`config.mk`:
```
export PLATFORM = sky130hd
export DESIGN_NAME = word_aligner
export DESIGN_NICKNAME = d
export VERILOG_FILES = /design/src/rtl/word_aligner.sv
export SDC_FILE = /design/constraint.sdc
export NUM_CORES = 1
export LEC_CHECK = 0
export BUFFER_PORTS_ARGS = -buffer_cell sky130_fd_sc_hd__buf_2
export CORE_UTILIZATION = 30
export DETAILED_ROUTE_END_ITERATION = 8
export MAX_ROUTING_LAYER = met4
export SETUP_SLACK_MARGIN = 0.5
export SYNTH_ARGS = -nofsm -noshare
export SYNTH_HDL_FRONTEND = slang
export SYNTH_SLANG_ARGS = --single-unit
export TNS_END_PERCENT = 30
```
`constraint.sdc`:
```
create_clock -name trigger -period 5.62 [get_ports trigger]
set_input_delay 1.124 -clock trigger [delete_from_list [all_inputs] [get_ports trigger]]
set_output_delay 1.124 -clock trigger [all_outputs]
set_load 0.03 [all_outputs]
```
`src/rtl/word_aligner.sv`:
```
// Comma-based word aligner: hunts for a 4'b1101 comma, verifies it at a stable
// bit offset, then emits realigned words while tracking loss of lock.
module word_aligner #(
   parameter int unsigned word_size  = 32,
   parameter int unsigned index_size = 4,
   parameter int unsigned lock_count = 3,
   parameter int unsigned loss_count = 4
) (
   input  logic                  trigger,
   input  logic                  reset,
   input  logic [word_size-1:0]  word_in,
   input  logic                  word_valid,
   input  logic [index_size:0]   index_in,
   output logic [word_size-1:0]  aligned_out,
   output logic                  aligned_valid,
   output logic                  locked,
   output logic [index_size:0]   offset_out
);

   localparam int unsigned IW      = index_size + 1;
   localparam int unsigned CNT_MAX = (lock_count > loss_count) ? lock_count : loss_count;
   localparam int unsigned CNT_W   = $clog2(CNT_MAX + 1);

   typedef enum logic [1:0] {HUNT, VERIFY, LOCKED} state_t;

   state_t                 state_q, state_d;
   logic [IW-1:0]          offset_q, offset_d;
   logic [CNT_W-1:0]       match_q, match_d;
   logic [CNT_W-1:0]       miss_q, miss_d;
   logic [word_size-1:0]   prev_q, prev_d;
   logic [word_size-1:0]   aligned_q, aligned_d;
   logic                   aligned_valid_q, aligned_valid_d;
   logic                   locked_q, locked_d;

   logic                   comma_c;
   logic [IW-1:0]          comma_off_c;
   logic                   at_offset_c;
   logic [2*word_size-1:0] concat_c;
   logic [word_size-1:0]   aligned_c;
   logic [CNT_W-1:0]       match_inc_c;
   logic [CNT_W-1:0]       miss_inc_c;

   // A comma index is usable only if the full 4-bit pattern fits in the word.
   assign comma_c     = (index_in != '0) && (32'(index_in) <= 32'(word_size - 3));
   assign comma_off_c = IW'(index_in - 1'b1);
   assign at_offset_c = comma_c && (comma_off_c == offset_q);
   assign concat_c    = {word_in, prev_q};
   assign aligned_c   = word_size'(concat_c >> offset_q);
   assign match_inc_c = CNT_W'(match_q + 1'b1);
   assign miss_inc_c  = CNT_W'(miss_q + 1'b1);

   always_comb begin
      state_d         = state_q;
      offset_d        = offset_q;
      match_d         = match_q;
      miss_d          = miss_q;
      prev_d          = prev_q;
      aligned_d       = aligned_q;
      aligned_valid_d = 1'b0;

      if (word_valid) begin
         prev_d = word_in;
         if (state_q == LOCKED) begin
            aligned_d       = aligned_c;
            aligned_valid_d = 1'b1;
         end
         case (state_q)
            HUNT: begin
               if (comma_c) begin
                  offset_d = comma_off_c;
                  match_d  = CNT_W'(1);
                  state_d  = VERIFY;
               end
            end
            VERIFY: begin
               if (at_offset_c) begin
                  match_d = match_inc_c;
                  if (match_inc_c == CNT_W'(lock_count)) begin
                     state_d = LOCKED;
                     miss_d  = '0;
                  end
               end else if (comma_c) begin
                  offset_d = comma_off_c;
                  match_d  = CNT_W'(1);
               end
            end
            LOCKED: begin
               if (at_offset_c) begin
                  miss_d = '0;
               end else if (comma_c) begin
                  miss_d = miss_inc_c;
                  // Lock is dropped without adopting the offending comma's offset.
                  if (miss_inc_c == CNT_W'(loss_count)) begin
                     state_d = HUNT;
                     match_d = '0;
                     miss_d  = '0;
                  end
               end
            end
            default: state_d = HUNT;
         endcase
      end

      locked_d = (state_d == LOCKED);
   end

   always_ff @(posedge trigger) begin
      if (reset) begin
         state_q         <= HUNT;
         offset_q        <= '0;
         match_q         <= '0;
         miss_q          <= '0;
         prev_q          <= '0;
         aligned_q       <= '0;
         aligned_valid_q <= 1'b0;
         locked_q        <= 1'b0;
      end else begin
         state_q         <= state_d;
         offset_q        <= offset_d;
         match_q         <= match_d;
         miss_q          <= miss_d;
         prev_q          <= prev_d;
         aligned_q       <= aligned_d;
         aligned_valid_q <= aligned_valid_d;
         locked_q        <= locked_d;
      end
   end

   assign aligned_out   = aligned_q;
   assign aligned_valid = aligned_valid_q;
   assign locked        = locked_q;
   assign offset_out    = offset_q;

endmodule

```
==> metrics.md <==
| Metric | Value |
|---|---|
| Routed wire per std cell | 19.3 um |
| # Post-CTS Setup Buffers | 0 |
| Leakage power | a little under 3 nW |
| Synthesized flop and latch total | 79 |
| Via Count | about 5800 |
| Count of unique library cells instantiated by Yosys | 60 |
| Antenna violations before repair | 0 |
| CP endpoint kind | register |
| Initial Util | 0.308 |
| Mapped Nets | 730 |
| Largest net degree at the start of global routing | 68 |
| Max-slew violations | 0 |
| Clk pin slew, worst setup/hold paths | 60 ps |
| Die W | 149 um |
| Number of gates resized after cts | 0 |
| Min-delay src | aligned_out[3] |
| Layout cells sized above 1 | 0.282 |
| Clock buffer depth | 2 |
| DR iter-0 viols | 744 |
| Crit Reg-Reg Startpoint | offset_out[0] |
| Commonest non-fill, non-tap cells in the layout | 79 x mux2i_1, 78 x buf_2, 75 x dfxtp_1 |
| First-pass GRT wire length | 30.7 mm |
| Dpl hpwl | 14.5 mm |
| Final cell count without fillers | a little under 1000 |
| Antenna diode count | 0 |
| CTS sink cnt | around 80 |
| Remaining Overflow, GRT | 0 |
| Max-slew headroom | 0.164 |
| Num ports | ~80 |
| Die area | 22300 um^2 |
| Skew final | between 8 and 9 ps |
| Final Hold Fails | 0 |
| CP Launch Point | index_in[1] |
| Hold Path Class | reg2reg |
| Post-synthesis cell count | 680 |
| Final Core Density | 0.349 |
| Async SR Flop Fraction | 0 |
| Post-synthesis cell area | 6530 um^2 |
| Number of port buffers | about 80 |
| Syn avg cell area | approximately 9.6 um^2 |
| Core Footprint | ~21000 um^2 |
| Routed wire length | 19.2 mm |
| Peak fanout along the critical path | 11 |
| Setup-failing EPs final | 0 |
| Sequential fraction of the synthesis area | 0.242 |
| Run status | finished, final reports clean |
| Measured slew at the worst slew-check pin | roughly 1200 ps |
| Most used DFF post-synth | dfxtp_1 |
| RSZ-0062 raised after global routing | no |
| Post-placement cell count | 980 |
| Pwr/cell area | 265 nW/um^2 |
| Critical Path AT | between 3000 and 4000 ps |
| VDD IR max | 0.148 mV |
| F_max | approximately 310 MHz |
| H-tree depth | 3 |
| Post-route setup TNS | 0 ps |
| EDFF count, synth | 0 |
| Hold-fix buffers, CTS | 0 |
| All-layer global routing usage | 0.185 |
| Worst hold slack | 511 ps |
| Drt drc | 0 |
| CP Class | in2reg |
| Startpoint types | input pin |
| Worst path required time | 5900 ps |
| Die Y | about 150 um |
| P&R area growth vs syn | 13.2% |
| Worst-Skew Late Latency | roughly 360 ps |
| Final GP Congestion | 0.867 |
| Via density | ~5.8 |
| TritonCTS Buffers | 9 |
| Root Buffer | clkbuf_16 |
| YS warnings | 0 |
| ANT nets after route | 0 |
| First-pass iteration count of the detailed router | 7 |
| Final nets | ~770 |
| # Max-Cap Violations | 0 |
| CTS tree | yes |
| Vias in the first global route | 5252 |
| Row count | 53 |
| Tcrit/Tclk final | 0.577 |
| Commonest non-fill, non-tap cell in the layout | mux2i_1 |
| Final worst path period need | 3240 ps |
## per-layer routing
metal  vias up  wire length (um)  track usage  share of wire
met5         -                 0            -              0
met3        34              1500       0.0412          0.078
li1       2670                 -            -              -
met2       256              7890        0.242           0.41
met1      2790              9290        0.270           0.48
met4         0               567       0.0704          0.029
## stage by stage
stage,area (um^2),power (mW),setup slack [ps]
global route,7390,2.05,2210
detailed placement,7040,1.27,2030
CTS,7390,1.96,2410
finish,7390,1.96,2380
floorplan,6530,1.11,2630
global placement,7040,1.27,2160
## registers in the layout, summed over array words and instances, names as in the netlist
register and cells:
aligned_out 32, offset_out 5, miss_q 3, aligned_valid 1, locked 1, state_q 2
prev_q 32, match_q 3
## path summary, 6_finish.rpt
| path | slack, ps | depth (start not counted) | endpoint |
|---|---|---|---|
| setup reg to reg | 2730 | 6 | aligned_out[9] |
| hold reg to reg | 510 | 2 | aligned_out[3] |
| setup / recovery | 2380 | 9 | miss_q[2] |
| hold / removal | 510 | 2 | aligned_out[3] |
## synthesized netlist by cell type, types with 2 or more instances
cell type,count,area [um^2]
dfxtp_1,79,1580
mux2i_1,79,791
nor2_1,74,278
mux4_2,70,1580
nand2_1,70,263
o21ai_0,55,275
clkbuf_1,29,109
a21oi_1,27,135
a211oi_1,19,143
mux2_2,18,203
buf_2,17,85.1
a221oi_1,15,131
inv_1,14,52.6
ha_1,10,125
buf_4,8,60.1
nand3_1,7,35.0
o22ai_1,6,37.5
xnor2_1,6,52.6
buf_1,5,18.8
o211ai_1,5,37.5
a31oi_1,4,25.0
nor3_1,4,20.0
xor2_1,4,35.0
a211o_1,3,26.3
nor2b_1,3,18.8
or2_2,3,18.8
a22oi_1,2,15.0
a2bb2oi_1,2,17.5
a32o_1,2,20.0
and2_0,2,12.5
and2_1,2,12.5
inv_2,2,7.51
nand2b_1,2,12.5
nand4b_1,2,17.5
nor3b_1,2,15.0
o21a_1,2,15.0
o21ai_1,2,10.0
or2_1,2,12.5
## area by class of cell
cell class,instances,area [um^2]
Tap cell,275,344
Sequential cell,79,1590
Timing Repair Buffer,84,435
Inverter,16,60.1
Fill cell,2160,13800
Clock buffer,10,239
Multi-Input combinational cell,526,4610
Clock inverter,5,106
## cell families (layout without fill, tap and decap cells)
kind of cell / count (synthesis) / after routing / share of synthesized area
AND/OR/NAND/NOR: 181 / 181 / 0.121
buffers and inverters: 75 / 115 / 0.0510
multiplexers: 167 / 167 / 0.394
flip-flops: 79 / 79 / 0.242
adder cells (fa/ha/maj): 10 / 10 / 0.0192
AO/OA/AOI/OAI: 158 / 158 / 0.159
XOR/XNOR: 10 / 10 / 0.0134
## power by group
group / switching, mW / total [mW] / internal [mW]
logic: 0.326 / 0.606 / 0.280
clock network: 0.248 / 0.692 / 0.444
registers: 0.0762 / 0.658 / 0.581
## worst max-delay path, cell delays in order
cell and delay [ps]:
buf_2 120, inv_1 70, ha_1 170, nand4b_1 190, o2bb2ai_1 720, nor3_1 250
a211o_1 340, or4_1 400, a21oi_1 150
(Power assumes the default switching activity.)
